==> src/rtl/mem_access_unit.sv <==
// ============================================================================
// Module   : mem_access_unit
// Brief    : Multi-cycle Y86 memory stage. Decodes icode into a read/write,
//            runs a bounds precheck, drives a req/ack data-memory port with a
//            local timeout, and returns valM/dmem_error with a done pulse.
//            Optional macro MEM_ALIGN_CHECK_EN adds a natural-alignment check
//            to the precheck.
// Revision : 1.0 - initial release
// ============================================================================
`default_nettype none

module mem_access_unit #(
  parameter int DATA_W    = 64,
  parameter int ADDR_W    = 64,
  parameter int MEM_BYTES = 1024,
  parameter int TIMEOUT   = 16
) (
  input  logic              clk_i,
  input  logic              rst_i,
  input  logic              valid_i,
  output logic              ready_o,
  input  logic [3:0]        icode_i,
  input  logic [DATA_W-1:0] valE_i,
  input  logic [DATA_W-1:0] valA_i,
  input  logic [ADDR_W-1:0] valP_i,
  output logic              done_o,
  output logic [DATA_W-1:0] valM_o,
  output logic              dmem_error_o,
  output logic              mem_req_o,
  output logic              mem_we_o,
  output logic [ADDR_W-1:0] mem_addr_o,
  output logic [DATA_W-1:0] mem_wdata_o,
  input  logic              mem_ack_i,
  input  logic [DATA_W-1:0] mem_rdata_i,
  input  logic              mem_err_i
);

  // Instruction codes shared with the rest of the core
  localparam logic [3:0] c_IRMMOVQ = 4'h4;
  localparam logic [3:0] c_IMRMOVQ = 4'h5;
  localparam logic [3:0] c_ICALL   = 4'h8;
  localparam logic [3:0] c_IRET    = 4'h9;
  localparam logic [3:0] c_IPUSHQ  = 4'hA;
  localparam logic [3:0] c_IPOPQ   = 4'hB;

  localparam int c_WIDE_W = (DATA_W > ADDR_W) ? DATA_W : ADDR_W;
  localparam int c_BYTES  = DATA_W / 8;
  localparam int c_CNT_W  = (TIMEOUT > 1) ? $clog2(TIMEOUT) : 1;

  typedef enum logic [1:0] {
    ST_IDLE   = 2'd0,
    ST_ACCESS = 2'd1,
    ST_RESP   = 2'd2
  } state_t;

  state_t r_state;
  state_t w_next;

  logic [ADDR_W-1:0]  r_addr;
  logic [DATA_W-1:0]  r_wdata;
  logic               r_we;
  logic [DATA_W-1:0]  r_valm;
  logic               r_err;
  logic [c_CNT_W-1:0] r_cnt;

  logic               w_is_read;
  logic               w_is_write;
  logic [c_WIDE_W-1:0] w_valE_ext;
  logic [c_WIDE_W-1:0] w_valA_ext;
  logic [c_WIDE_W-1:0] w_valP_ext;
  logic [ADDR_W-1:0]  w_addr;
  logic [DATA_W-1:0]  w_wdata;
  logic [ADDR_W:0]    w_end;
  logic               w_pre_err;
  logic               w_timeout;

  // Decode direction, pick address/store operands and run the precheck
  always_comb begin
    w_valE_ext = c_WIDE_W'(valE_i);
    w_valA_ext = c_WIDE_W'(valA_i);
    w_valP_ext = c_WIDE_W'(valP_i);
    w_is_read  = (icode_i == c_IMRMOVQ) || (icode_i == c_IPOPQ) || (icode_i == c_IRET);
    w_is_write = (icode_i == c_IRMMOVQ) || (icode_i == c_IPUSHQ) || (icode_i == c_ICALL);
    // Pop and return address through the stack pointer carried on valA
    if ((icode_i == c_IPOPQ) || (icode_i == c_IRET)) begin
      w_addr = w_valA_ext[ADDR_W-1:0];
    end else begin
      w_addr = w_valE_ext[ADDR_W-1:0];
    end
    // Call pushes the return address; other stores push valA
    if (icode_i == c_ICALL) begin
      w_wdata = w_valP_ext[DATA_W-1:0];
    end else begin
      w_wdata = w_valA_ext[DATA_W-1:0];
    end
    // One extra bit keeps addresses near the top of the space from wrapping
    w_end     = {1'b0, w_addr} + (ADDR_W+1)'(c_BYTES);
    w_pre_err = (w_end > (ADDR_W+1)'(MEM_BYTES));
`ifdef MEM_ALIGN_CHECK_EN
    w_pre_err = w_pre_err || ((w_addr & ADDR_W'(c_BYTES - 1)) != '0);
`endif
  end

  assign w_timeout = (r_cnt == c_CNT_W'(TIMEOUT - 1));

  // State register
  always_ff @(posedge clk_i) begin
    if (rst_i) begin
      r_state <= ST_IDLE;
    end else begin
      r_state <= w_next;
    end
  end

  // Next-state and handshake outputs
  always_comb begin
    w_next    = r_state;
    ready_o   = 1'b0;
    done_o    = 1'b0;
    mem_req_o = 1'b0;
    case (r_state)
      ST_IDLE: begin
        ready_o = 1'b1;
        if (valid_i) begin
          if (!(w_is_read || w_is_write) || w_pre_err) begin
            w_next = ST_RESP;
          end else begin
            w_next = ST_ACCESS;
          end
        end
      end
      ST_ACCESS: begin
        mem_req_o = 1'b1;
        // Ack is tested first so it wins over a same-cycle timeout
        if (mem_ack_i || w_timeout) begin
          w_next = ST_RESP;
        end
      end
      ST_RESP: begin
        done_o = 1'b1;
        w_next = ST_IDLE;
      end
      default: w_next = ST_IDLE;
    endcase
  end

  // Request latch, result capture and timeout counter
  always_ff @(posedge clk_i) begin
    if (rst_i) begin
      r_addr  <= '0;
      r_wdata <= '0;
      r_we    <= 1'b0;
      r_valm  <= '0;
      r_err   <= 1'b0;
      r_cnt   <= '0;
    end else begin
      case (r_state)
        ST_IDLE: begin
          if (valid_i) begin
            r_addr  <= w_addr;
            r_wdata <= w_wdata;
            r_we    <= w_is_write;
            r_valm  <= '0;
            r_err   <= (w_is_read || w_is_write) && w_pre_err;
            r_cnt   <= '0;
          end
        end
        ST_ACCESS: begin
          if (mem_ack_i) begin
            if (!r_we) begin
              r_valm <= mem_rdata_i;
            end
            r_err <= mem_err_i;
          end else if (w_timeout) begin
            r_err  <= 1'b1;
            r_valm <= '0;
          end else begin
            r_cnt <= r_cnt + 1'b1;
          end
        end
        default: ;
      endcase
    end
  end

  assign mem_we_o     = r_we;
  assign mem_addr_o   = r_addr;
  assign mem_wdata_o  = r_wdata;
  assign valM_o       = r_valm;
  assign dmem_error_o = r_err;

endmodule

`default_nettype wire

==> config.mk <==
export PLATFORM = sky130hd
export DESIGN_NAME = mem_access_unit
export DESIGN_NICKNAME = d
export VERILOG_FILES = /design/src/rtl/mem_access_unit.sv
export SDC_FILE = /design/constraint.sdc
export NUM_CORES = 1
export LEC_CHECK = 0
export BUFFER_PORTS_ARGS = -buffer_cell sky130_fd_sc_hd__buf_2
export CORE_AREA = 2 2 181 183
export DETAILED_ROUTE_END_ITERATION = 12
export DIE_AREA = 0 0 183 185
export HOLD_SLACK_MARGIN = 0.05
export MAX_ROUTING_LAYER = met4
export SLEW_MARGIN = 40
export SYNTH_ARGS = -nofsm -noshare
export SYNTH_HDL_FRONTEND = slang
export SYNTH_SLANG_ARGS = --single-unit
==> constraint.sdc <==
create_clock -name clk_i -period 4.4 [get_ports clk_i]
set_clock_uncertainty 0.05 [all_clocks]
set_input_delay 0.22 -clock clk_i [delete_from_list [all_inputs] [get_ports clk_i]]
set_output_delay 0.22 -clock clk_i [all_outputs]
set_load 0.05 [all_outputs]
* Word-level counts from Yosys, hierarchy flattened
Cells that the tools add are included.
** Storage, ports and cells
- Logic and storage cells :: 64
- Input bits :: 265
- Output and inout bits :: 197
- Flip-flop bits (word level) :: 200
** Cells by class
- $lt $le $gt $ge :: 1
- Reductions and logical operators :: 17
- Add/subtract/negate cells :: 2
- Equal/unequal tests :: 15
- Mux-type cells :: 22
** Operators with widths (count)
- 64-bit two-way mux :: 6
- 64-bit case mux with 2 select lines :: 1
- 64-bit by 4-bit adder with 65-bit output, second input constant :: 1
- 65-bit by 11-bit > comparator with 1-bit output, second input constant :: 1
- 4-bit == test, second input constant :: 5
- 4-bit two-way mux :: 3
- 4-bit by 3-bit == test with 1-bit output, second input constant :: 2
- 1-bit logical OR :: 8
- 2-bit != test, second input constant :: 4
- 4-bit case mux with 2 select lines :: 1
- 4-bit AND reduction :: 2
- 1-bit two-way mux :: 6
- 2-bit two-way mux :: 3
- 3-bit != test, second input constant :: 2
- 4-bit by 1-bit adder with 4-bit output, second input constant :: 1
- 2-bit case mux with 2 select lines :: 1
- 2-bit AND reduction :: 2
- 3-bit AND reduction :: 1
- 2-bit by 1-bit == test with 1-bit output, second input constant :: 1
- 2-bit == test, second input constant :: 1
- 2-bit zero test :: 1
- 1-bit case mux with 2 select lines :: 1
- 2-bit nonzero test :: 1
- 1-bit logical AND :: 1
- 1-bit zero test :: 1

* Logic depth before layout (Yosys ltp)
Gate-level depths: netlist of run 1.
- Word-level depth :: 9
- Mapped depth :: 18

* Worst setup path after synthesis of run 1
OpenSTA, ideal clock, no wires.
- Path kind :: input to register
- Start point :: input port icode_i[2]
- End point :: register r_err, in the netlist dmem_error_o
- Required time :: 4.218 ns
- Cell stages on the path :: 17
- Path buffers :: 4
- Slack :: 0.068 ns
- Data arrival time :: 4.150 ns
- Cell sequence :: and3b_1 > buf_6 > clkbuf_1 > buf_1 > clkbuf_1 > nand2_1 > nand2_1 > ha_1 > and3_1 > nor3b_1 > o22ai_1 > nor4_2 > mux2i_1 > nand4b_1 > a2111o_1 > nor4_2 > a21oi_1
** Between the ends
- Cells in the longest elaborated chain, start to end :: 8
- Elaborated cells on any way between the ends :: 18
** RTL lines
- from (decl) :: RTL line 22 : input logic [3:0] icode_i,
- 4-bit == test :: RTL line 85 : if ((icode_i == c_IPOPQ) || (icode_i == c_IRET)) begin
- 1-bit logical OR (*) :: RTL line 85
- 64-bit two-way mux (*) :: RTL line 85
- net w_addr[3] :: RTL line 71 : logic [ADDR_W-1:0] w_addr;
- 64-bit by 4-bit adder with 65-bit output (*) :: RTL line 97 : w_end = {1'b0, w_addr} + (ADDR_W+1)'(c_BYTES);
- 65-bit by 11-bit > comparator with 1-bit output (*) :: RTL line 98 : w_pre_err = (w_end > (ADDR_W+1)'(MEM_BYTES));
- 1-bit logical AND (*) :: RTL line 164 : r_err <= (w_is_read || w_is_write) && w_pre_err;
- 1-bit two-way mux (*) :: RTL line 159 : if (valid_i) begin
- 1-bit case mux with 2 select lines (*) :: RTL line 157 : case (r_state)
- to (signal assigned) :: RTL line 164
- to (signal assigned) :: RTL line 173 : r_err <= mem_err_i;
- to (decl) :: RTL line 63 : logic r_err;
The timed path passes the listed nets; every way through them passes the cells marked *. The select of a mux whose other input is x is not followed.
A chain may end at the register's enable or synchronous reset.

* Worst setup path after layout of run 1
- Start point :: input port valA_i[12]
- End point :: register r_err, in the netlist dmem_error_o
** Between the ends
- Cells in the longest elaborated chain, start to end :: 6
** RTL lines
- from (decl) :: RTL line 24 : input logic [DATA_W-1:0] valA_i,
- 64-bit two-way mux :: RTL line 85
- 64-bit by 4-bit adder with 65-bit output :: RTL line 97
- 65-bit by 11-bit > comparator with 1-bit output :: RTL line 98
- 1-bit logical AND :: RTL line 164
- 1-bit two-way mux :: RTL line 159
- 1-bit case mux with 2 select lines :: RTL line 157
Every way passes these cells. The select of a mux whose other input is x is not followed.

==> results of run 1 <==
-- what timing repair did --
item / in CTS / in global routing
endpoints found under the hold margin: 112 / 0
endpoints found under the setup margin: 0 / 0
hold buffers: 123 / 0
-- sequential cells by signal, indices dropped and copies added, names as in the netlist --
register and count:
mem_wdata_o 64, dmem_error_o 1, mem_addr_o 64, mem_we_o 1
r_state 2, valM_o 64, r_cnt 4
-- per-layer routing --
metal  vias to the layer above  routed length (um)  global-route usage, %
li1                       6165                   -                      -
met1                      5929               19500                   32.4
met2                       524               22200                   45.2
met3                        44                3310                   6.08
met4                         0                 852                   6.72
met5                         -                   0                      -
-- final cells by class --
class | count | area share [%]
clock buffer | 20 | 2.85
clock inverter | 9 | 0.473
sequential | 200 | 26.1
antenna | 1 | 0.0163
timing repair buffer | 607 | 24.5
inverter | 11 | 0.269
multi-input combinational | 1067 | 42.5
tap | 408 | 3.33
-- kinds of logic (layout without fill, tap and decap cells) --
family / Yosys count / count (layout) / share of synthesized area, %
AOI/OAI and AO/OA: 307 / 307 / 19.1
adders and majority gates: 2 / 2 / 0.229
other: 0 / 1 / 0
buffers and inverters: 114 / 647 / 4.14
xor gates and xnor gates: 32 / 32 / 2.56
DFF: 200 / 200 / 36.6
and+or+nand+nor: 615 / 615 / 27.1
muxes: 111 / 111 / 10.2
-- worst max-delay path by stage --
stage,start,end,slack [ns]
floorplan,icode_i[2],dmem_error_o,0.07
global placement,icode_i[2],r_state[1],0.55
detailed placement,icode_i[2],dmem_error_o,0.45
CTS,valA_i[12],dmem_error_o,0.73
global route,valA_i[12],dmem_error_o,0.58
finish,valA_i[12],dmem_error_o,0.65
-- Yosys cell counts (all sizes together), types with 15 or more instances --
library cell    n  share of area, %
dfxtp         200                37
nand3          98               4.5
nor4           41               2.5
nor2          182               6.2
nand2         145               5.0
o22ai          20               1.2
mux2i         105               9.6
buf            25               1.1
a21oi          89               4.1
nand4          29               1.7
xnor2          20               1.6
a211oi        108               7.4
nor3           63               3.3
o21ai          15              0.69
clkbuf         78               2.7
-- power by group through the flow --
stage / logic, mW / registers [mW] / clock network [mW]
after global placement: 1.12 / 1.99 / 0
final: 1.22 / 1.95 / 1.46
after CTS: 1.21 / 1.95 / 1.50
after floorplan: 0.382 / 2.33 / 0
after detailed placement: 1.12 / 1.99 / 0
after global routing: 1.30 / 1.97 / 1.58
-- worst max-delay path: stages --
cell and delay [ns]:
sky130_fd_sc_hd__dlygate4sd3_1 0.53, sky130_fd_sc_hd__buf_2 0.19, sky130_fd_sc_hd__nand4_1 0.25, sky130_fd_sc_hd__nor3_4 0.38, sky130_fd_sc_hd__o22ai_2 0.17, sky130_fd_sc_hd__or4_1 0.59, sky130_fd_sc_hd__or4_1 0.52, sky130_fd_sc_hd__a2111oi_2 0.37
sky130_fd_sc_hd__nand4_1 0.18, sky130_fd_sc_hd__nor4_2 0.48, sky130_fd_sc_hd__a21oi_1 0.13
==> results, run 1 <==
- The flow ran to the end, and the final reports show no timing, DRC or antenna violations.
- The floorplan has 66 rows.
- The worst register-to-register path begins at r_state[1].
- Along the worst hold path, the cell count comes to 3.
- The endpoint of the lowest-slack register-to-register path is mem_addr_o[14].
- The area taken by multi-input logic gates is 6510 sq um.
- The total negative slack is 0 ns.
- The die width is 183 um.
- The maximum clock path buffer count is 2.
- The number of nets still failing antenna checks after routing is 0.
- The die outline area is 33900 sq um.
- Counting the fill cells in the layout gives 3153.
- The number of cells produced by synthesis is 1381.
- The count of flip-flops with a built-in enable after synthesis is 0.
- The H-tree was split into 4 levels.
- The average routed wire per standard cell is 19.7 um.
- The final-stage net count is 2171.
- The first global-routing pass estimated 68400 um of wire.
- For flop-to-flop paths, the worst setup slack is 1.61 ns.
- Of the total power, the clock network draws 31.6%.
- The pre-CTS setup slack is 0.446 ns.
- The CTS clock-pin slew for the worst setup and hold paths is 0.07 ns.
- At the pin with the least slew margin, the transition time is 0.823 ns.
- The top cell types in the final layout, fill and taps aside, are sky130_fd_sc_hd__buf_2, sky130_fd_sc_hd__dfxtp_1, sky130_fd_sc_hd__nor2_1.
- The portion of total power attributed to combinational logic is 26.3%.
- STA puts the critical path data required time at 4.67 ns.
- The core outline area is 32000 sq um.
- In this run, the number of DRC markers left after iteration 0 of detailed routing was 620.
- Counting every net in the synthesized netlist gives 1648.
- The tightest hold path in the finished design has a slack of 0.0594 ns.
- In the synthesized netlist the dominant register cell turns out to be sky130_fd_sc_hd__dfxtp_1.
- STA classifies the critical path startpoint as an input port.
- Summing over every cut layer, the via total after detailed routing is 12700.
- Sequential elements use 36.6% of the synthesized area.
- The share of total power consumed by net switching is 34.9%.
- The setup fix buffers added after clock tree synthesis is 0.
- The total standard cell area after synthesis is 10900 sq um.
- In this run the tightest slew margin relative to its limit is 45.0%.
- The number of antenna violations at the first check in global routing is 0.
- Including well taps, the total number of placed cells is 2170.
- Of the total power, registers draw 42.2%.
- The total number of yosys warnings is 0.
- For this run the aggregate overflow at the end of global routing stands at 0.
- Setup violations remaining at the end of the flow were counted as 0.
- The quantity of gates resized following cts is 0.
- The finished layout holds 2323 standard cells, fillers aside.
- The final count of hold timing violations is 0.
- The TritonCTS clock tree is done.
- The final count of pins violating max slew is 0.
- The largest net degree at the start of global routing is 117.
- The total non-filler cell area in the finished layout is 15300 sq um.
- Buffers inserted during clock tree synthesis total 17.
- STA puts the critical path data arrival time at 4.02 ns.
- The kind of end point of the critical path is a flip-flop.
- Power comes to 4.63 mW.
- The clock latency at the later pin of the worst-skew pair is 0.45 ns.
- CTS placed an instance of sky130_fd_sc_hd__clkbuf_16 at the clock tree root.
- Leaving out fill and tap cells, the most frequent cell in the layout is sky130_fd_sc_hd__buf_2.
- The overall die height is 185 um.
- Setup repair after global routing left no endpoint under its margin.
- The standard cell area after detailed placement is 13600 sq um.
- Power spread over the standard cell area amounts to 302 nW/um^2.
- For the worst flop-to-flop path, the logic depth is 6.
- Once detailed placement completed, the half-perimeter wirelength came to 34400 um.
- Compared with the post-synthesis result, the final layout area differs by 40.2%.
- In the routed layout, each cell is associated on average with a via count of 5.45.
- The global router's overall resource usage is 26.8%.
- The worst path uses 85.3% of the clock period.
- Timing would allow up to 266 MHz.
- The number of DRC violations after detailed routing is 0.
- The class of the tightest hold or removal check is input port to flip-flop.
- During placement, the flow inserted port buffers numbering 461.
- The clock period could shrink to 3.75 ns.
- During I/O placement, the number of pins put on the boundary was 462.
- For hold timing, the worst endpoint is mem_wdata_o[33].
- In the synthesized netlist the async set-or-reset flop fraction comes to 0%.
- Summed over all cells, the static leakage comes to 6.53 nW.
- The initial utilization of the core area, before any placement, comes to 34.1%.
- The number of sinks on the clock net is 200.
- The startpoint of the most critical hold path is valP_i[33].
- The end-of-flow core utilization is 47.9%.
- The final layout contains routed wiring with a total length of 45800 um.
- The first detailed-routing pass ran for 7 iterations.
- Of all nets on the critical path, the largest fanout is 7.
- The via count of the first global-routing pass is 12000.
- The design internal power is 3.02 mW.
- The critical path class is input port to flip-flop.
- The average instance area after synthesis is 7.92 sq um.
- The global placement routability congestion is 0.955.
- In the final layout, flip-flops and latches occupy 4000 sq um.
- Across the run, the number of max-cap violations was 0.
- The worst supply voltage drop on vdd is 0.263 mV.
- In the final layout, the share of cells above drive strength 1 is 28.1%.
- The net switching component of the power is 1.62 mW.
- The final worst setup slack is 0.645 ns.
- The count of state elements after synthesis is 200.
- The count of distinct cell types in the synthesized netlist is 66.
No activity file was read; power rests on OpenSTA's default activity.
==> run 2, diff against run 1 <==
BUFFER_PORTS_ARGS = default   (was -buffer_cell sky130_fd_sc_hd__buf_2)
CORE_AREA = 2 2 180 182   (was 2 2 181 183)
DIE_AREA = 0 0 182 184   (was 0 0 183 185)
DONT_BUFFER_PORTS = 1   (was default)
==> results, run 2 (synthesized netlist as in run 1, its figures left out) <==
- The total number of vias is 11600 (-8.5%).
- The die width is 182 um (-0.55%).
- The starting density of the core is 34.8% (+0.70 points).
- The total of buffers placed on input and output ports is 0 (-100%).
- The total I/O pin count is 462 (unchanged).
- STA classifies the critical path startpoint as an input port.
- The maximum clock path buffer count came to 2 (unchanged).
- The number of DRC violations after detailed routing is 0 (unchanged).
- The number of sinks on the clock net is 200 (unchanged).
- Setup repair after global routing left no endpoint under its margin.
- The via count of the first global-routing pass is 11200 (-6.3%).
- The core outline area was 31400 sq um (-2.0%).
- The CTS clock-pin slew for the worst setup and hold paths is 0.08 ns (about the same).
- The final count of pins violating max slew is 0 (unchanged).
- The total negative slack is 0 ns (unchanged).
- The sum of overflow across all layers after global routing is 0 (unchanged).
- Leaving out fill and tap cells, the most frequent cell in the layout is sky130_fd_sc_hd__dlygate4sd3_1.
- The startpoint identified for the worst hold timing path is valE_i[48].
- The number of antenna violations at the first check in global routing is 1 (+1).
- For this design, the slowest cell found on the critical path is sky130_fd_sc_hd__nor4_2.
- The via density per instance was 5.94 (+9.0%).
- The post-route fraction of the period consumed by the critical path is 78.9% (-6.5 points).
- The path depth of the worst reg2reg path is 9 (+3).
- The clock latency at the later pin of the worst-skew pair is 0.46 ns (about the same).
- The die outline area was 33500 sq um (-1.1%).
- The iteration-0 DRC count of the detailed router came to 648 (+4.5%).
- The total CTS buffers was 17 (unchanged).
- The number of levels in the clock H-tree is 4 (unchanged).
- The final count of hold timing violations came to 0 (unchanged).
- The overall die height is 184 um (-0.54%).
- The sum of net half-perimeters after detailed placement is 32800 um (-4.5%).
- The setup slack of the most critical reg-to-reg path came to 1.14 ns (-0.47 ns).
- The wire length of the first global-routing pass is 68900 um (+0.82%).
- The total non-filler cell area in the finished layout is 14100 sq um (-7.9%).
- The quantity of gates resized following cts came to 0 (unchanged).
- The power density of the placed cells was 333 nW/um^2 (+10%).
- The overall power of the completed layout is 4.70 mW (+1.6%).
- The worst register-to-register path begins at r_state[0].
- The worst endpoint data arrival time was 3.75 ns (-0.27 ns).
- The largest driver fanout on the critical path is 6 (-1).
- The stage delay of the slowest cell on the critical path came to 0.59 ns (about the same).
- The path with the worst hold slack has its endpoint at mem_addr_o[48].
- The number of max-cap violations came to 0 (unchanged).
- The setup fix buffers added after clock tree synthesis is 0 (unchanged).
- The final-stage net count came to 1802 (-17%).
- The global placement routability congestion is 0.960 (+0.47%).
- The pre-CTS setup slack is 0.563 ns (+0.117 ns).
- The largest net degree at the start of global routing is 200 (+71%).
- The global router's overall resource usage is 27.8% (+1.1 points).
- The final critical-path required period came to 3.47 ns (-0.284 ns).
- The TritonCTS clock tree is done.
- The floorplan row count was 65 (-1.5%).
- Traced cell by cell, the critical path runs through dlygate4sd3_1 -> nand2_1 -> nand2_1 -> ha_1 -> and3_1 -> nor3b_1 -> buf_4 -> o22ai_1 -> nor4_2 -> mux2i_1 -> nand4b_1 -> a2111o_1 -> nor4_2 -> a21oi_1.
- Clock tree synthesis selected as its root buffer the cell sky130_fd_sc_hd__clkbuf_16.
- The final worst setup slack is 0.930 ns (+0.284 ns).
- The worst setup path is of the input port to flip-flop kind.
- The worst register-to-register path ends at valM_o[43].
- The number of nets still failing antenna checks after routing is 0 (unchanged).
- In this run the worst hold path is classified as input port to flip-flop.
- The number of detailed-routing iterations run before antenna repair is 5 (-2).
- The worst path required time is 4.68 ns (about the same).
- The worst setup path is captured at a flip-flop.
- The run finished with clean final reports.
- The measured slew at the worst slew-check pin is 0.759 ns (-0.0638 ns).
- The layout cell share with drive strength beyond 1 is 5.17% (-23 points).
- The relative slew slack came to 47.9% (+2.9 points).
- The average routed wire per standard cell is 24.1 um (+22%).
- The library cells used most frequently in the layout, excluding fill and tap cells, are sky130_fd_sc_hd__dlygate4sd3_1, sky130_fd_sc_hd__dfxtp_1, sky130_fd_sc_hd__nor2_1.
- The post-detailed-routing wire length is 46900 um (+2.4%).
- The instance count along the most critical hold path was 2 (-1).
- The highest clock frequency the design can meet came to 288 MHz (+8.2%).
- The worst supply voltage drop on vdd was 0.288 mV (+9.5%).
- The static power due to leakage is 4.94 nW (-24%).
- From synthesis to final layout, the design area changed by 29.1%.
- The number of failing setup endpoints in the final timing report is 0 (unchanged).
- The standard cell area after detailed placement was 11300 sq um (-17%).
run 2: cell count changes in the layout (fill, tap and decap cells not counted), moves of 2 or more:
cell,previous run,this run
sky130_fd_sc_hd__inv_8,0,4
sky130_fd_sc_hd__buf_4,20,12
sky130_fd_sc_hd__buf_2,460,0
sky130_fd_sc_hd__buf_12,3,5
sky130_fd_sc_hd__dlygate4sd3_1,123,219
sky130_fd_sc_hd__bufinv_16,0,2
sky130_fd_sc_hd__clkinv_4,4,1
sky130_fd_sc_hd__inv_6,2,4
sky130_fd_sc_hd__buf_16,0,2
sky130_fd_sc_hd__clkbuf_1,3,0
run 2: worst max path at each step:
stage          startpoint      endpoint  slack (ns)  cells after the start
2_1_floorplan  icode_i[2]  dmem_error_o        0.07                     17
5_1_grt         valE_i[3]    r_state[1]        0.72                     14
3_5_place_dp   icode_i[2]    r_state[1]        0.56                     13
6_report        valE_i[3]    r_state[1]        0.93                     14
3_3_place_gp   icode_i[2]  dmem_error_o        0.64                     13
4_1_cts         valE_i[3]    r_state[1]        1.03                     14
run 2: critical path, delay by kind of cell:
kind | cells | cell delay (ns)
adders and majority gates | 1 | 0.24
and+or+nand+nor | 7 | 1.65
AOI/OAI and AO/OA | 3 | 0.63
muxes | 1 | 0.28
buffers and inverters | 2 | 0.75
run 2: per-layer routing:
metal | vias up | routed length [um] | GRT usage (%)
met5 | - | 0 | -
li1 | 5460 | - | -
met3 | 109 | 4960 | 10.8
met2 | 606 | 22800 | 46.9
met1 | 5413 | 17300 | 29.4
met4 | 0 | 1840 | 11.1
run 2: layout make-up:
type,count,area (sq um)
Fill cell,3063,17300
Multi-Input combinational cell,1067,6510
Sequential cell,200,4000
Timing Repair Buffer,238,2440
Tap cell,402,503
Clock buffer,18,439
Clock inverter,14,180
Inverter,11,41.3
Antenna cell,1,2.50
run 2: repair_timing:
| item | 4_1_cts | 5_1_grt |
|---|---|---|
| hold buffers | 220 | 0 |
| hold endpoints to repair | 200 | 0 |
| endpoints found under the setup margin | 0 | 0 |
run 2: where the power goes:
part | internal, mW | total (mW) | switching (mW)
combinational | 0.312 | 0.679 | 0.367
sequential | 1.90 | 2.33 | 0.422
clock | 0.883 | 1.70 | 0.817
run 2: through the flow:
stage	hold slack [ns]	utilization [%]	std cells
after detailed placement	0.254	35.8	1697
after CTS	0.0504	44.9	1949
after global routing	0.0707	45.0	1951
after global placement	0.253	35.8	1697
final	0.0671	45.0	1951
after floorplan	0.322	-	1381
==> run 3, diff against run 2 <==
clock period = 2.81 ns   (was 4.4 ns; I/O delays follow)
==> results, run 3 (synthesized netlist as in run 1, its figures left out) <==
- The post-route fraction of the period consumed by the critical path is 96.0%.
- The via count of the first global-routing pass was 12100 (+7.5%).
- The final count of hold timing violations came to 0 (unchanged).
- The worst hold path belongs to the class input port to flip-flop.
- The total non-filler cell area in the finished layout is 15200 sq um (+7.7%).
- The average routed wire per standard cell came to 23.4 um (-2.6%).
- The TritonCTS clock tree is done.
- Walking the worst path, the cells encountered are nand3b_4 -> mux2_2 -> ha_2 -> and3_4 -> nor3b_4 -> buf_4 -> o22ai_4 -> nor3_2 -> xnor2_1 -> o21ai_0 -> a2111o_1 -> nor4_4 -> a21oi_1.
- In this run the most used layer during global routing was met2.
- The power density of the placed cells was 472 nW/um^2 (+42%).
- The via density per instance is 5.90 (-0.74%).
- The post-detailed-routing wire length was 48800 um (+4.0%).
- The slowest cell on the critical path is sky130_fd_sc_hd__a2111o_1.
- The met3 usage is 9.45% (-1.3 points).
- The worst setup path is launched from an input port.
- The total of buffers placed on input and output ports is 0 (unchanged).
- The final worst setup slack was 0.112 ns (-0.818 ns).
- The worst endpoint data arrival time is 2.98 ns (-0.77 ns).
- The flow ran to the end, and the final reports show no timing, DRC or antenna violations.
- The global placement routability congestion is 0.979 (+2.1%).
- The number of antenna violations at the first check in global routing was 1 (unchanged).
- By startpoint and endpoint, the worst setup path is classified as input port to flip-flop.
- The iteration-0 DRC count of the detailed router is 752 (+16%).
- The final-stage net count is 1934 (+7.3%).
- The core outline area is 31400 sq um (unchanged).
- The number of failing setup endpoints in the final timing report is 0 (unchanged).
- The sum of net half-perimeters after detailed placement was 34700 um (+5.8%).
- The number of DRC violations after detailed routing is 0 (unchanged).
- The number of placed cells counting well taps is 1809 (+6.6%).
- The total negative slack was 0 ns (unchanged).
- The total number of vias is 12300 (+6.0%).
- The clock latency at the later pin of the worst-skew pair is 0.45 ns (about the same).
- The overall die height was 184 um (unchanged).
- The static power due to leakage is 5.71 nW (+16%).
- The die outline area is 33500 sq um (unchanged).
- The layout cell share with drive strength beyond 1 is 12.3% (+7.2 points).
- The relative slew slack is 46.0% (-1.9 points).
- The total CTS buffers is 17 (unchanged).
- The overall power of the completed layout is 7.18 mW (+53%).
- The CTS clock-pin slew for the worst setup and hold paths came to 0.08 ns (about the same).
- The pre-CTS setup slack is -0.381 ns (-0.944 ns).
- The number of levels in the clock H-tree is 4 (unchanged).
- The worst supply voltage drop on vdd is 0.386 mV (+34%).
- The number of sinks on the clock net is 200 (unchanged).
- The global router's overall resource usage was 28.7% (+0.90 points).
- The largest net degree at the start of global routing is 143 (-28%).
- The number of detailed-routing iterations run before antenna repair was 5 (unchanged).
- The met1 capacity usage during global routing is 30.8% (+1.4 points).
- The stage delay of the slowest cell on the critical path is 0.44 ns (-0.15 ns).
- The number of nets still failing antenna checks after routing is 0 (unchanged).
- Compared with the post-synthesis result, the final layout area differs by 39.1%.
- The end-of-flow core utilization is 48.5% (+3.5 points).
- The most frequent standard cell in the layout excluding fill and tap cells is sky130_fd_sc_hd__dlygate4sd3_1.
- The measured slew at the worst slew-check pin is 0.787 ns (+0.0275 ns).
- The worst setup path is captured at a flip-flop.
- The worst path required time came to 3.09 ns (-1.59 ns).
- The non-filler instance count after layout is 2083 (+6.8%).
- In the layout the commonest cells are sky130_fd_sc_hd__dlygate4sd3_1, sky130_fd_sc_hd__dfxtp_1, sky130_fd_sc_hd__nor2_1.
- The highest clock frequency the design can meet is 371 MHz.
- The final count of pins violating max slew is 0 (unchanged).
- The die width came to 182 um (unchanged).
- The met2 track demand over resource in global routing was 50.2% (+3.2 points).
- The tightest hold margin is 0.0693 ns (+0.00217 ns).
- The floorplan row count is 65 (unchanged).
- The number of max-cap violations is 0 (unchanged).
- The wire length of the first global-routing pass is 71900 um (+4.3%).
- The starting density of the core is 34.8% (unchanged).
- The largest driver fanout on the critical path was 8 (+2).
- After layout, the minimum clock period comes to 2.70 ns.
- The sum of overflow across all layers after global routing is 0 (unchanged).
- The standard cell area after detailed placement is 12200 sq um (+8.2%).
- The maximum clock path buffer count is 2 (unchanged).
- The tree is rooted in a sky130_fd_sc_hd__clkbuf_16.
- The total I/O pin count is 462 (unchanged).
## run 3: power breakdown
part / internal (mW) / switching (mW) / total, mW
registers: 2.98 / 0.638 / 3.62
logic: 0.553 / 0.610 / 1.16
clock network: 1.15 / 1.24 / 2.39
total: 4.69 / 2.49 / 7.18
## run 3: area by class of cell
class / instances / area [sq um]
fill: 3051 / 16200
multi-input combinational: 1067 / 6630
sequential: 200 / 4000
timing repair buffer: 370 / 3490
tap: 402 / 503
clock buffer: 17 / 425
clock inverter: 15 / 120
inverter: 11 / 41.3
antenna: 1 / 2.50
## run 3: path summary, 6_finish.rpt
path	startpoint	end	slack, ns	depth (start not counted)
worst max register to register	r_cnt[0]	valM_o[59]	0.13	8
worst min-delay path	valE_i[62]	mem_addr_o[62]	0.07	3
worst min register to register	mem_we_o	mem_we_o	0.45	2
worst max-delay path	icode_i[2]	dmem_error_o	0.11	13
## run 3: critical path: cells and delay by family
family	cells	cell delay (ns)
simple gates	5	1.26
fa+ha+maj	1	0.18
compound gates	4	0.79
xor+xnor	1	0.13
buf+inv	1	0.19
mux	1	0.28
## run 3: routing by layer
layer / share of wire [%] / routed length, um
met5: 0 / 0
met4: 3.0 / 1480
met3: 9.9 / 4840
met2: 50 / 24200
met1: 37 / 18300
## run 3: what timing repair did
| action | CTS | global route |
|---|---|---|
| setup buffers | 0 | 3 |
| hold endpoints to repair | 200 | 0 |
| endpoints found under the setup margin | 0 | 3 |
| hold buffers | 238 | 0 |
| resized for setup | 0 | 13 |
